**src/rtl/mem_writer_if.sv**
```systemverilog
// mem_writer_if: request/operand and memory-bus signals of the stack/store writer.
// master = execute-stage side issuing requests, slave = mem_writer itself.
interface mem_writer_if #(
    parameter int REG_WIDTH  = 8,
    parameter int ADDR_WIDTH = 16
);
    logic                  write_req;
    logic [1:0]            write_mode;
    logic [ADDR_WIDTH-1:0] addr_in;
    logic [REG_WIDTH-1:0]  data_in;
    logic [ADDR_WIDTH-1:0] pc_in;
    logic [REG_WIDTH-1:0]  p_in;
    logic [REG_WIDTH-1:0]  sp_in;

    logic [ADDR_WIDTH-1:0] addr;
    logic [REG_WIDTH-1:0]  data_out;
    logic                  write_en;
    logic [REG_WIDTH-1:0]  sp_next;
    logic                  busy;
    logic                  write_done;
    logic                  sp_wrap;

    modport master (
        output write_req, write_mode, addr_in, data_in, pc_in, p_in, sp_in,
        input  addr, data_out, write_en, sp_next, busy, write_done, sp_wrap
    );

    modport slave (
        input  write_req, write_mode, addr_in, data_in, pc_in, p_in, sp_in,
        output addr, data_out, write_en, sp_next, busy, write_done, sp_wrap
    );
endinterface

```
**src/rtl/mem_writer.sv**
```systemverilog
// mem_writer: single-byte stores and 1-3 byte stack pushes onto the memory bus,
// one byte per phi1 cycle, all outputs registered.
// Optional feature macro: MEM_WRITER_STACK_WRAP_EN (sticky sp_wrap flag).
//
// state | meaning
// IDLE  | waiting for write_req, busy low
// WR0   | first (or only) byte on the bus
// WR1   | second push byte (pc low)
// WR2   | third push byte (status)
// DONE  | write_done pulse, then back to IDLE
module mem_writer #(
    parameter int                    REG_WIDTH  = 8,
    parameter int                    ADDR_WIDTH = 16,
    parameter logic [ADDR_WIDTH-1:0] STACK_BASE = 16'h0100
) (
    input  logic phi1,
    input  logic reset,
    mem_writer_if.slave bus
);

    localparam logic [1:0] MODE_STORE = 2'b00;
    localparam logic [1:0] MODE_PUSH1 = 2'b01;
    localparam logic [1:0] MODE_PUSH3 = 2'b11;

    typedef enum logic [2:0] {
        IDLE = 3'd0,
        WR0  = 3'd1,
        WR1  = 3'd2,
        WR2  = 3'd3,
        DONE = 3'd4
    } state_t;

    state_t                state_q, state_d;
    logic [1:0]            mode_q;
    logic [REG_WIDTH-1:0]  pc_lo_q;
    logic [REG_WIDTH-1:0]  p_q;
    logic [ADDR_WIDTH-1:0] addr_q, addr_d;
    logic [REG_WIDTH-1:0]  data_q, data_d;
    logic                  write_en_q, write_en_d;
    logic [REG_WIDTH-1:0]  sp_q, sp_d;
    logic                  busy_q, busy_d;
    logic                  done_q, done_d;
    logic                  accept;
    logic                  is_push;
    logic [REG_WIDTH-1:0]  sp_dec;
`ifdef MEM_WRITER_STACK_WRAP_EN
    logic                  wrap_q, wrap_d;
`endif

    // Stack page address; sp is 8-bit so the address never leaves the page.
    function automatic logic [ADDR_WIDTH-1:0] stack_addr(input logic [REG_WIDTH-1:0] sp);
        return STACK_BASE + {{(ADDR_WIDTH-REG_WIDTH){1'b0}}, sp};
    endfunction

    assign accept  = (state_q == IDLE) && bus.write_req;
    assign is_push = (mode_q != MODE_STORE);
    assign sp_dec  = sp_q - REG_WIDTH'(1);

    // State register.
    always_ff @(posedge phi1 or posedge reset) begin
        if (reset) begin
            state_q <= IDLE;
        end else begin
            state_q <= state_d;
        end
    end

    // Next-state: byte count follows the latched mode.
    always_comb begin
        state_d = state_q;
        case (state_q)
            IDLE: if (bus.write_req) state_d = WR0;
            WR0:  state_d = (mode_q == MODE_STORE || mode_q == MODE_PUSH1) ? DONE : WR1;
            WR1:  state_d = (mode_q == MODE_PUSH3) ? WR2 : DONE;
            WR2:  state_d = DONE;
            DONE: state_d = IDLE;
            default: state_d = IDLE;
        endcase
    end

    // Output logic: computes next cycle's registered bus values so each byte
    // appears on the bus in the cycle its state is active.
    always_comb begin
        addr_d     = addr_q;
        data_d     = data_q;
        write_en_d = 1'b0;
        sp_d       = sp_q;
        busy_d     = busy_q;
        done_d     = 1'b0;
`ifdef MEM_WRITER_STACK_WRAP_EN
        wrap_d     = wrap_q;
`endif
        case (state_q)
            IDLE: begin
                busy_d = 1'b0;
                if (bus.write_req) begin
                    busy_d     = 1'b1;
                    write_en_d = 1'b1;
                    if (bus.write_mode == MODE_STORE) begin
                        addr_d = bus.addr_in;
                        data_d = bus.data_in;
                    end else begin
                        sp_d   = bus.sp_in;
                        addr_d = stack_addr(bus.sp_in);
                        data_d = (bus.write_mode == MODE_PUSH1) ? bus.data_in
                                                                : bus.pc_in[ADDR_WIDTH-1 -: REG_WIDTH];
                    end
                end
            end
            WR0, WR1, WR2: begin
                if (is_push) begin
                    sp_d = sp_dec;
`ifdef MEM_WRITER_STACK_WRAP_EN
                    if (sp_q == '0) wrap_d = 1'b1;
`endif
                end
                if (state_d == DONE) begin
                    done_d = 1'b1;
                end else begin
                    write_en_d = 1'b1;
                    addr_d     = stack_addr(sp_dec);
                    data_d     = (state_d == WR1) ? pc_lo_q : p_q;
                end
            end
            DONE: busy_d = 1'b0;
            default: ;
        endcase
    end

    // Operand capture on acceptance; later bytes come from these copies.
    always_ff @(posedge phi1 or posedge reset) begin
        if (reset) begin
            mode_q  <= MODE_STORE;
            pc_lo_q <= '0;
            p_q     <= '0;
        end else if (accept) begin
            mode_q  <= bus.write_mode;
            pc_lo_q <= bus.pc_in[REG_WIDTH-1:0];
            p_q     <= bus.p_in;
        end
    end

    // Registered outputs.
    always_ff @(posedge phi1 or posedge reset) begin
        if (reset) begin
            addr_q     <= '0;
            data_q     <= '0;
            write_en_q <= 1'b0;
            sp_q       <= '1;
            busy_q     <= 1'b0;
            done_q     <= 1'b0;
        end else begin
            addr_q     <= addr_d;
            data_q     <= data_d;
            write_en_q <= write_en_d;
            sp_q       <= sp_d;
            busy_q     <= busy_d;
            done_q     <= done_d;
        end
    end

`ifdef MEM_WRITER_STACK_WRAP_EN
    // Sticky wrap flag, cleared only by reset.
    always_ff @(posedge phi1 or posedge reset) begin
        if (reset) begin
            wrap_q <= 1'b0;
        end else begin
            wrap_q <= wrap_d;
        end
    end
    assign bus.sp_wrap = wrap_q;
`else
    assign bus.sp_wrap = 1'b0;
`endif

    assign bus.addr       = addr_q;
    assign bus.data_out   = data_q;
    assign bus.write_en   = write_en_q;
    assign bus.sp_next    = sp_q;
    assign bus.busy       = busy_q;
    assign bus.write_done = done_q;

endmodule

```
**src/flat_wrapper.sv**
```systemverilog
// flat-port wrapper written by rule: the top's interface ports become plain ports
module mem_writer_flat 
#(
    parameter int                    REG_WIDTH  = 8,
    parameter int                    ADDR_WIDTH = 16,
    parameter logic [ADDR_WIDTH-1:0] STACK_BASE = 16'h0100
)
  (phi1, reset, bus_write_req, bus_write_mode, bus_addr_in, bus_data_in, bus_pc_in, bus_p_in, bus_sp_in, bus_addr, bus_data_out, bus_write_en, bus_sp_next, bus_busy, bus_write_done, bus_sp_wrap);
  mem_writer_if #(.REG_WIDTH(REG_WIDTH), .ADDR_WIDTH(ADDR_WIDTH)) bus_i ();
  input  logic phi1;
  input  logic reset;
  input wire logic [$bits(bus_i.write_req)-1:0] bus_write_req;
  input wire logic [$bits(bus_i.write_mode)-1:0] bus_write_mode;
  input wire logic [$bits(bus_i.addr_in)-1:0] bus_addr_in;
  input wire logic [$bits(bus_i.data_in)-1:0] bus_data_in;
  input wire logic [$bits(bus_i.pc_in)-1:0] bus_pc_in;
  input wire logic [$bits(bus_i.p_in)-1:0] bus_p_in;
  input wire logic [$bits(bus_i.sp_in)-1:0] bus_sp_in;
  output wire logic [$bits(bus_i.addr)-1:0] bus_addr;
  output wire logic [$bits(bus_i.data_out)-1:0] bus_data_out;
  output wire logic [$bits(bus_i.write_en)-1:0] bus_write_en;
  output wire logic [$bits(bus_i.sp_next)-1:0] bus_sp_next;
  output wire logic [$bits(bus_i.busy)-1:0] bus_busy;
  output wire logic [$bits(bus_i.write_done)-1:0] bus_write_done;
  output wire logic [$bits(bus_i.sp_wrap)-1:0] bus_sp_wrap;
  assign bus_i.write_req = bus_write_req;
  assign bus_i.write_mode = bus_write_mode;
  assign bus_i.addr_in = bus_addr_in;
  assign bus_i.data_in = bus_data_in;
  assign bus_i.pc_in = bus_pc_in;
  assign bus_i.p_in = bus_p_in;
  assign bus_i.sp_in = bus_sp_in;
  assign bus_addr = bus_i.addr;
  assign bus_data_out = bus_i.data_out;
  assign bus_write_en = bus_i.write_en;
  assign bus_sp_next = bus_i.sp_next;
  assign bus_busy = bus_i.busy;
  assign bus_write_done = bus_i.write_done;
  assign bus_sp_wrap = bus_i.sp_wrap;
  mem_writer #(.REG_WIDTH(REG_WIDTH), .ADDR_WIDTH(ADDR_WIDTH), .STACK_BASE(STACK_BASE)) u_core (.phi1(phi1), .reset(reset), .bus(bus_i));
endmodule
```
**config.mk**
```make
export PLATFORM = sky130hd
export DESIGN_NAME = mem_writer_flat
export DESIGN_NICKNAME = d
export VERILOG_FILES = /design/src/rtl/mem_writer_if.sv /design/src/rtl/mem_writer.sv /design/src/flat_wrapper.sv
export SDC_FILE = /design/constraint.sdc
export NUM_CORES = 1
export LEC_CHECK = 0
export CORE_MARGIN = 1.5
export CORE_UTILIZATION = 35
export CTS_BUF_LIST = sky130_fd_sc_hd__clkbuf_4
export DETAILED_ROUTE_END_ITERATION = 8
export GPL_TIMING_DRIVEN = 0
export PLACE_DENSITY = 0.6
export SLEW_MARGIN = 20
export SYNTH_ARGS = -nofsm -noshare
export SYNTH_HDL_FRONTEND = slang
export SYNTH_SLANG_ARGS = --single-unit
```
**constraint.sdc**
```tcl
create_clock -name phi1 -period 5.8 [get_ports phi1]
set_input_delay 0.87 -clock phi1 [delete_from_list [all_inputs] [get_ports phi1]]
set_output_delay 0.87 -clock phi1 [all_outputs]
set_load 0.005 [all_outputs]
```
==> impl_results.md, run 1 <==
- Status: finished, final reports clean
- Core area: 0.00777 sq mm
- First-pass GRT wire length: 11900 microns
- Vias in the first global route: 2297
- Root Buffer: clkbuf_4
- Io pins: 97
- Worst EP arrival: 2.79 ns
- Most common cell after layout, fill and taps aside: clkdlybuf4s50_1
- CP required: 6.13 ns
- Multi-input logic area: 0.00130 sq mm
- Maximum vdd drop: 244 uV
- Metal1 wirelength: 3360 microns
- FF+latch count, synth: 56
- Fraction of layout cells with a size suffix above 1: 15.7%
- WL per Instance: 15.7 microns
- # fillers: 732
- Clock tree buffer depth: 2
- Final setup violation count: 0
- Final nets: 424
- Hold Crit Depth: 2
- Clock Sinks: 56
- First-pass DRT Iterations: 4
- Clk slew on worst S/H paths: 0.16 ns
- Max cap viols: 0
- Via count: 2366
- Commonest cells after routing, fill and taps aside: clkdlybuf4s50_1 (95), dfrtp_1 (48), nand2_1 (33), mux2_2 (22), mux2i_1 (20)
- Number of placement rows: 32
- Startpoint Class: input port
- Layout Cells excl Fill: 465
- DRT antenna net count: 0
- F_max: 406 MHz
- Critical Path End Type: flip-flop
- All-Layer GR Usage: 17.8%
- Crit-path slowest cell: nor2_2
- Async SR Flop Fraction: 100%
- Worst-Skew Late Latency: 0.38 ns
- Worst reg2reg startpoint: u_core.bus.sp_next[0]
- Htree depth: 2
- Rel. slew slack: 40.7%
- Skew final: 0.00606 ns
- DRT iter0 DRCs: 108
- Placed cell count: 457
- CP max FO: 9
- Via density: 5.09
- Cell repeated most along the worst path: nor2_2
- Fin util: 50.8%
- Antenna violations before repair: 0
- Ys flop type: dfrtp_1
- Post-Route Setup TNS: 0 ns
- Die width: 92.6 microns
- Seq. cell area: 0.00141 sq mm
- GPL Wtd Cong: 0.775
- Initial Util: 36.2%
- Syn Inst Count: 260
- Area delta synth->final: 40.5%
- Largest net degree at the start of global routing: 57
- Worst-Margin Slew: 0.883 ns
- Hold Startpoint: u_core.bus.addr[13]
- Max Used Layer: met4
- Routed wire length: 7300 microns
- CTS tree: done
- Total power: 2.08 mW
- Final Hold Violating Endpoints: 0
- RSZ-0062 raised after global routing: false
- Start point of the critical path: bus_write_mode[0]
- Setup CP Type: in2reg
- Final Worst Setup Slack: 3.33 ns
- Worst path cell trace: clkdlybuf4s50_1 > nor2_2 > nor4b_4 > nor2_2 > mux2_2
- Post-Place Setup Slack: 2.91 ns
- Post_cts resized: 0
- Pins over their slew limit: 0
- Leak: 1.60 nW
- Cell variety after synth: 45
- Tcrit/Tclk final: 42.5%
- Synthesized Nets: 322
- Die ar.: 0.00858 sq mm
- Syn Area/Cell: 10.8 sq um
- Synthesis Warnings: 0
- Number of flops mapped to enable cells by yosys: 0
- CTS Hold Bufs: 0
- Tmin final: 2.47 ns
- Worst reg2reg path depth: 6
- Pwr/cell area: 526 mW/mm^2
- Setup Fix Bufs, Post-CTS: 0
- Die Y-Extent: 92.6 microns
- DR WL met3: 393 microns
- Sequential share of the synthesized area: 50.2%
- Num CTS Buffers: 5
- HP Class: reg2reg
- Detailed placement HPWL: 5260 microns
- WL met2: 3430 microns
- Mapped cell area: 0.00281 sq mm
- N_diodes: 0
- Port Buf Inserts: 95
- DRC Markers: 0
- Congestion Overflow GR: 0
- Crit path largest cell delay: 0.53 ns
## sequential cells by signal, summed over array words and instances, names as in the netlist
signal and cells:
u_core.bus.data_out 8, u_core.bus.write_done 1, u_core.pc_lo_q 8, u_core.p_q 8, u_core.bus.write_en 1, u_core.bus.sp_next 8
u_core.bus.busy 1, u_core.mode_q 2, u_core.state_q 3, u_core.bus.addr 16
## stage by stage
step / instance area [sq um] / hold slack [ns]
6_report: 3950 / 0.497
3_3_place_gp: 3890 / 0.463
4_1_cts: 3950 / 0.508
3_5_place_dp: 3890 / 0.472
5_1_grt: 3950 / 0.537
2_1_floorplan: 2810 / 0.473
## metal layers
metal / track usage (%) / vias to the layer above
met5: 0 / -
met3: 3.69 / 8
met1: 24.1 / 1149
met4: 5.00 / 0
met2: 28.7 / 69
li1: - / 1140
## final timing paths
check / end / slack [ns]
setup / recovery: u_core.bus.sp_next[1] / 3.33
hold / removal: u_core.bus.addr[13] / 0.50
setup reg to reg: u_core.bus.addr[6] / 3.63
hold reg to reg: u_core.bus.addr[13] / 0.50
max in group asynchronous: u_core.state_q[1] / 4.43
min in group asynchronous: u_core.bus.addr[11] / 0.92
## worst max-delay path, delay by kind of cell
family	cells	cell delay (ns)
AND/OR/NAND/NOR	3	1.02
buffers and inverters	1	0.52
multiplexers	1	0.38
## synthesized netlist by cell type, types with 2 or more instances
master     instances  area, sq um
or4_4              2         22.5
xnor2_1            3         26.3
inv_1              6         22.5
nor3_1             8         40.0
dfstp_2            8          210
dfrtp_1           48         1200
a2bb2oi_1          2         17.5
buf_2              8         40.0
nor4_1             2         12.5
nand2_1           33          124
o22ai_1            3         18.8
o21ai_0           17         85.1
nor2_1             7         26.3
o2bb2ai_1          4         35.0
xor2_1             2         17.5
clkbuf_1           6         22.5
mux2_2            22          248
nor2_2             2         12.5
a21oi_1           19         95.1
a221o_1            3         30.0
mux2i_1           20          200
a22o_1             9         78.8
o22a_1             4         35.0
## final cells by class
cell class | instances | area share, %
buffer | 17 | 2.00
clock buffer | 6 | 1.14
clock inverter | 2 | 0.317
inverter | 6 | 0.634
multi-input combinational | 181 | 32.9
sequential | 56 | 35.7
tap | 102 | 3.23
timing repair buffer | 95 | 24.1
## cells by family (layout without fill, tap and decap cells)
kind of cell | after synthesis | count (layout) | share of synthesized area, %
AOI/OAI and AO/OA | 68 | 68 | 16.3
adders and majority gates | 1 | 1 | 0.445
muxes | 42 | 42 | 15.9
and+or+nand+nor | 64 | 64 | 11.8
buffers and inverters | 23 | 126 | 3.61
DFF | 56 | 56 | 50.2
other | 1 | 1 | 0.133
xor gates and xnor gates | 5 | 5 | 1.56
## power breakdown
part | internal, mW | leakage, nW | switching (mW)
registers | 0.608 | 0.675 | 0.149
logic | 0.602 | 0.891 | 0.541
clock network | 0.0522 | 0.0333 | 0.126
Note: power is estimated with default switching activity, not from simulation.
==> inputs of run 2 (changes only) <==
Settings changed: PLACE_DENSITY 0.6 to 0.63.
Clock period 5.8 ns to 2.1 ns, I/O delays scaled along.
==> run 2 against run 1 <==
Sequential power rose to 2.8 times the previous value. Global-route usage grew 0.37 points. Setup slack got worse by 3.3 ns. Routed wire length is 0.71% higher. Non-clock buffer count is 1 higher. Final cell count increased by 0.22%. Sequential share of layout area shrank 0.40 points. Via count grew 1.5%. Largest power group unchanged.
==> impl_results.md, run 2 (synthesized netlist as in run 1, its figures left out) <==
- Maximum vdd drop: 604 uV (+150%)
- Status: finished, final reports clean
- DRC Markers: 0 (unchanged)
- Post-Place Setup Slack: -0.254 ns (-3.17 ns)
- CP required: 2.37 ns (-3.76 ns)
- Core area: 0.00777 sq mm (unchanged)
- Clock Sinks: 56 (unchanged)
- Worst reg2reg startpoint: u_core.bus.sp_next[0]
- Final Hold Violating Endpoints: 0 (unchanged)
- Crit path buffers/inverters: 0 (-1)
- Initial Util: 36.2% (unchanged)
- Crit path max-delay family: simple AND/OR/NAND/NOR gates
- Final Worst Setup Slack: 0.0391 ns (-3.30 ns)
- Congestion Overflow GR: 0 (unchanged)
- Vias in the first global route: 2390 (+4.0%)
- Tcrit/Tclk final: 98.1%
- Met3 global-route usage: 3.04% (-0.66 points)
- CTS Hold Bufs: 0 (unchanged)
- Worst reg2reg path depth: 4 (-2)
- Via count: 2402 (+1.5%)
- Seq. cell area: 0.00141 sq mm (about the same)
- Critical Path End Type: flip-flop
- Post-Route Setup TNS: 0 ns (unchanged)
- Met1 Resource Use GR: 24.3% (+0.23 points)
- Pins over their slew limit: 0 (unchanged)
- Crit path largest cell delay: 0.58 ns (+0.05 ns)
- Number of placement rows: 32 (unchanged)
- GRT busiest layer: met2
- Tmin final: 2.06 ns
- Final nets: 425 (+0.24%)
- Port Buf Inserts: 95 (unchanged)
- Crit-path slowest cell: or4_4
- Antenna violations before repair: 0 (unchanged)
- Post-route cell area: 0.00400 sq mm (+1.2%)
- Rel. slew slack: 45.7% (+5.0 points)
- Clock tree buffer depth: 2 (unchanged)
- Via density: 5.15 (+1.3%)
- Multi-input logic area: 0.00133 sq mm (+2.5%)
- Setup CP Type: reg2reg
- Skew final: 0.0124 ns (+0.00629 ns)
- RSZ-0062 raised after global routing: true
- Pwr/cell area: 1460 mW/mm^2 (+180%)
- Worst-Margin Slew: 0.815 ns (-0.0685 ns)
- All-Layer GR Usage: 18.2% (+0.37 points)
- Placement Cell Area: 0.00389 sq mm (unchanged)
- F_max: 485 MHz
- Leak: 1.62 nW (+0.97%)
- Io pins: 97 (unchanged)
- First-pass GRT wire length: 12100 microns (+2.4%)
- Worst-Skew Late Latency: 0.38 ns (about the same)
- Most common cell after layout, fill and taps aside: clkdlybuf4s50_1
- WL per Instance: 15.8 microns (+0.50%)
- Area delta synth->final: 42.3%
- Largest net degree at the start of global routing: 57 (unchanged)
- Die ar.: 0.00858 sq mm (unchanged)
- N_diodes: 0 (unchanged)
- Cell repeated most along the worst path: or4_4
- Clk slew on worst S/H paths: 0.16 ns (about the same)
- Routed wire length: 7350 microns (+0.71%)
- Reg2reg setup slack: 0.04 ns (-3.59 ns)
- Num CTS Buffers: 5 (unchanged)
- Worst path cell trace: or4_4 > or4_4 > xnor2_1 > a221o_1
- Startpoint Class: flip-flop
- DRT antenna net count: 0 (unchanged)
- Htree depth: 2 (unchanged)
- Commonest cells after routing, fill and taps aside: clkdlybuf4s50_1 (95), dfrtp_1 (47), nand2_1 (33), mux2_2 (22), mux2i_1 (20)
- DRT iter0 DRCs: 81 (-25%)
- GPL Wtd Cong: 0.810 (+4.4%)
- Start point of the critical path: u_core.bus.sp_next[0]
- Root Buffer: clkbuf_4
- M2 GR Usage: 30.5% (+1.7 points)
- First-pass DRT Iterations: 4 (unchanged)
- HP Class: in2async
- Fraction of layout cells with a size suffix above 1: 17.6% (+1.9 points)
- Worst EP arrival: 2.33 ns (-0.46 ns)
- Max cap viols: 0 (unchanged)
- # fillers: 753 (+2.9%)
- Final setup violation count: 0 (unchanged)
- CP max FO: 8 (-1)
- Detailed placement HPWL: 5260 microns (about the same)
- Max FFs per register: 16 (unchanged)
- Die width: 92.6 microns (unchanged)
- Worst r2r dst: u_core.bus.addr[7]
- CTS tree: done
- Die Y-Extent: 92.6 microns (unchanged)
==> run 2: where the power goes <==
group | switching, mW | internal (mW) | total [mW]
clock network | 0.344 | 0.131 | 0.475
logic | 1.53 | 1.72 | 3.26
registers | 0.404 | 1.68 | 2.09
==> run 2: worst max path at each step <==
stage / depth (start not counted) / end
finish: 4 / u_core.bus.addr[7]
global route: 6 / u_core.bus.data_out[1]
CTS: 7 / u_core.bus.addr[10]
detailed placement: 5 / u_core.bus.sp_next[1]
global placement: 2 / u_core.bus.addr[7]
floorplan: 6 / u_core.bus.addr[6]
==> run 2: layer usage <==
metal / wire length, microns / part of all wire (%)
met1: 3320 / 45
met2: 3600 / 49
met5: 0 / 0
met4: 76 / 1.0
met3: 352 / 4.8
==> run 2: stage by stage <==
stage	util, %	total power [mW]	cells	hold WS, ns
2_1_floorplan	-	3.95	260	0.432
3_3_place_gp	50.1	5.24	457	0.463
3_5_place_dp	50.1	5.30	457	0.471
4_1_cts	51.0	5.81	465	0.400
5_1_grt	51.5	6.32	466	0.422
6_report	51.5	5.82	466	0.374
==> run 2: layout make-up <==
type	count	share of cell area, %
sequential	56	35.3
multi-input combinational	181	33.3
timing repair buffer	96	24.0
tap	102	3.19
buffer	17	2.22
clock buffer	5	0.939
inverter	6	0.626
clock inverter	3	0.438
==> run 2: what timing repair did <==
| item | CTS | global route |
|---|---|---|
| pin swaps | 0 | 1 |
| buffers inserted | 0 | 1 |
| setup endpoints to repair | 14 | 25 |
| gates resized for setup | 4 | 7 |
==> inputs of run 3 (changes only) <==
Settings changed: PLACE_DENSITY 0.63 to 0.6.
Clock period 2.1 ns to 2.05 ns, I/O delays scaled along.
==> run 3 against run 2 <==
Clock power rose by 5.3%. Worst hold slack got worse by 0.0057 ns. Via count fell by 0.21%. First-iteration DRC count rose by 38%. Register-to-register slack barely moved. Core utilization rose by 0.43 points.
==> impl_results.md, run 3 (synthesized netlist as in run 1, its figures left out) <==
- Pins over their slew limit: 0 (unchanged)
- Max cap viols: 0 (unchanged)
- Worst path cell trace: or4_4 > or4_4 > xnor2_1 > a221o_1
- Final nets: 428 (+0.71%)
- N_diodes: 0 (unchanged)
- Largest net degree at the start of global routing: 57 (unchanged)
- Worst-Skew Late Latency: 0.38 ns (about the same)
- Rel. slew slack: 50.0% (+4.3 points)
- Clk slew on worst S/H paths: 0.16 ns (about the same)
- Port Buf Inserts: 95 (unchanged)
- GPL Wtd Cong: 0.775 (-4.2%)
- Fraction of layout cells with a size suffix above 1: 18.5% (+0.95 points)
- Setup CP Type: reg2reg
- Vias in the first global route: 2317 (-3.1%)
- Maximum vdd drop: 705 uV (+17%)
- CTS Hold Bufs: 0 (unchanged)
- Pwr/cell area: 1500 mW/mm^2 (+2.8%)
- First-pass GRT wire length: 11900 microns (-2.1%)
- Clock tree buffer depth: 2 (unchanged)
- DRT iter0 DRCs: 112 (+38%)
- Final setup violation count: 0 (unchanged)
- Root Buffer: clkbuf_4
- Most common cell after layout, fill and taps aside: clkdlybuf4s50_1
- Tcrit/Tclk final: 98.7% (+0.52 points)
- Number of placement rows: 32 (unchanged)
- Leak: 1.63 nW (+1.0%)
- F_max: 494 MHz (+1.9%)
- Die Y-Extent: 92.6 microns (unchanged)
- HP Class: in2async
- Htree depth: 2 (unchanged)
- Critical Path End Type: flip-flop
- DRC Markers: 0 (unchanged)
- Crit-path slowest cell: or4_4
- Skew final: 0.00926 ns (-0.00310 ns)
- All-Layer GR Usage: 17.8% (-0.32 points)
- Tmin final: 2.02 ns (-0.0384 ns)
- WL per Instance: 15.8 microns (about the same)
- Fin util: 51.9% (+0.43 points)
- CP required: 2.34 ns (-0.03 ns)
- Post-Route Setup TNS: 0 ns (unchanged)
- Final Hold Violating Endpoints: 0 (unchanged)
- Num CTS Buffers: 5 (unchanged)
- CP max FO: 5 (-3)
- Initial Util: 36.2% (unchanged)
- CTS tree: done
- Commonest cells after routing, fill and taps aside: clkdlybuf4s50_1 (95), dfrtp_1 (46), nand2_1 (33), mux2_2 (22), mux2i_1 (20)
- Worst EP arrival: 2.31 ns (-0.02 ns)
- Cell repeated most along the worst path: or4_4
- Status: finished, final reports clean
- Antenna violations before repair: 0 (unchanged)
- Max FFs per register: 16 (unchanged)
- Core area: 0.00777 sq mm (unchanged)
- Via density: 5.11 (-0.85%)
- DRT antenna net count: 0 (unchanged)
- Congestion Overflow GR: 0 (unchanged)
- Die width: 92.6 microns (unchanged)
- Routed wire length: 7400 microns (+0.73%)
- Via count: 2397 (-0.21%)
- Worst-Margin Slew: 0.750 ns (-0.0644 ns)
- Crit path largest cell delay: 0.57 ns (about the same)
- Clock Sinks: 56 (unchanged)
- Startpoint Class: flip-flop
- First-pass DRT Iterations: 4 (unchanged)
- Area delta synth->final: 43.5%
- Detailed placement HPWL: 5260 microns (about the same)
- Die ar.: 0.00858 sq mm (unchanged)
- Io pins: 97 (unchanged)
## run 3: path summary, 6_finish.rpt
path | to | slack [ns] | start | cells after the start
worst max register to register | u_core.bus.addr[7] | 0.03 | u_core.bus.sp_next[0] | 4
worst min register to register | u_core.bus.addr[13] | 0.50 | u_core.bus.addr[13] | 2
min in group phi1 | u_core.bus.addr[13] | 0.46 | bus_addr_in[13] | 3
worst max-delay path | u_core.bus.addr[7] | 0.03 | u_core.bus.sp_next[0] | 4
max in group asynchronous | u_core.state_q[0] | 1.18 | reset | 2
worst min-delay path | u_core.bus.addr[11] | 0.37 | reset | 2
## run 3: area by class of cell
cell class | instances | area (sq um)
Clock buffer | 6 | 45.0
Sequential cell | 56 | 1410
Buffer | 17 | 86.3
Clock inverter | 2 | 12.5
Tap cell | 102 | 128
Multi-Input combinational cell | 181 | 1340
Inverter | 6 | 25.0
Timing Repair Buffer | 99 | 981
Fill cell | 722 | 3740
## run 3: power by group
part | leakage (nW) | switching [mW] | internal, mW
Sequential | 0.673 | 0.420 | 1.72
Combinational | 0.925 | 1.57 | 1.81
Clock | 0.0333 | 0.352 | 0.148
Total | 1.63 | 2.35 | 3.68
## run 3: stage by stage
stage	total power [mW]	worst slack [ns]	std cells	instance area (sq um)	hold slack, ns
finish	6.03	0.0276	469	4030	0.369
global route	6.52	-0.00289	469	4030	0.419
CTS	6.00	0.00478	465	3980	0.399
detailed placement	5.44	-0.273	457	3890	0.472
global placement	5.38	-0.756	457	3890	0.463
floorplan	4.05	0.00516	260	2810	0.424
## run 3: what timing repair did
item | 4_1_cts | 5_1_grt
setup endpoints to repair | 20 | 24
buffers inserted | 0 | 4
resized for setup | 7 | 5
pin swaps | 0 | 2
## run 3: critical path, delay by kind of cell, from the launching register on
kind,cells,cell delay [ns]
DFF,1,0.42
xor gates and xnor gates,1,0.15
and+or+nand+nor,2,1.04
AOI/OAI and AO/OA,1,0.33
## run 3: routing by layer
layer	vias to the layer above	global-route usage, %	wire [microns]
met5	-	0	0
met4	0	5.00	102
met3	7	3.78	464
met2	81	28.7	3450
met1	1160	24.2	3380
li1	1149	-	-
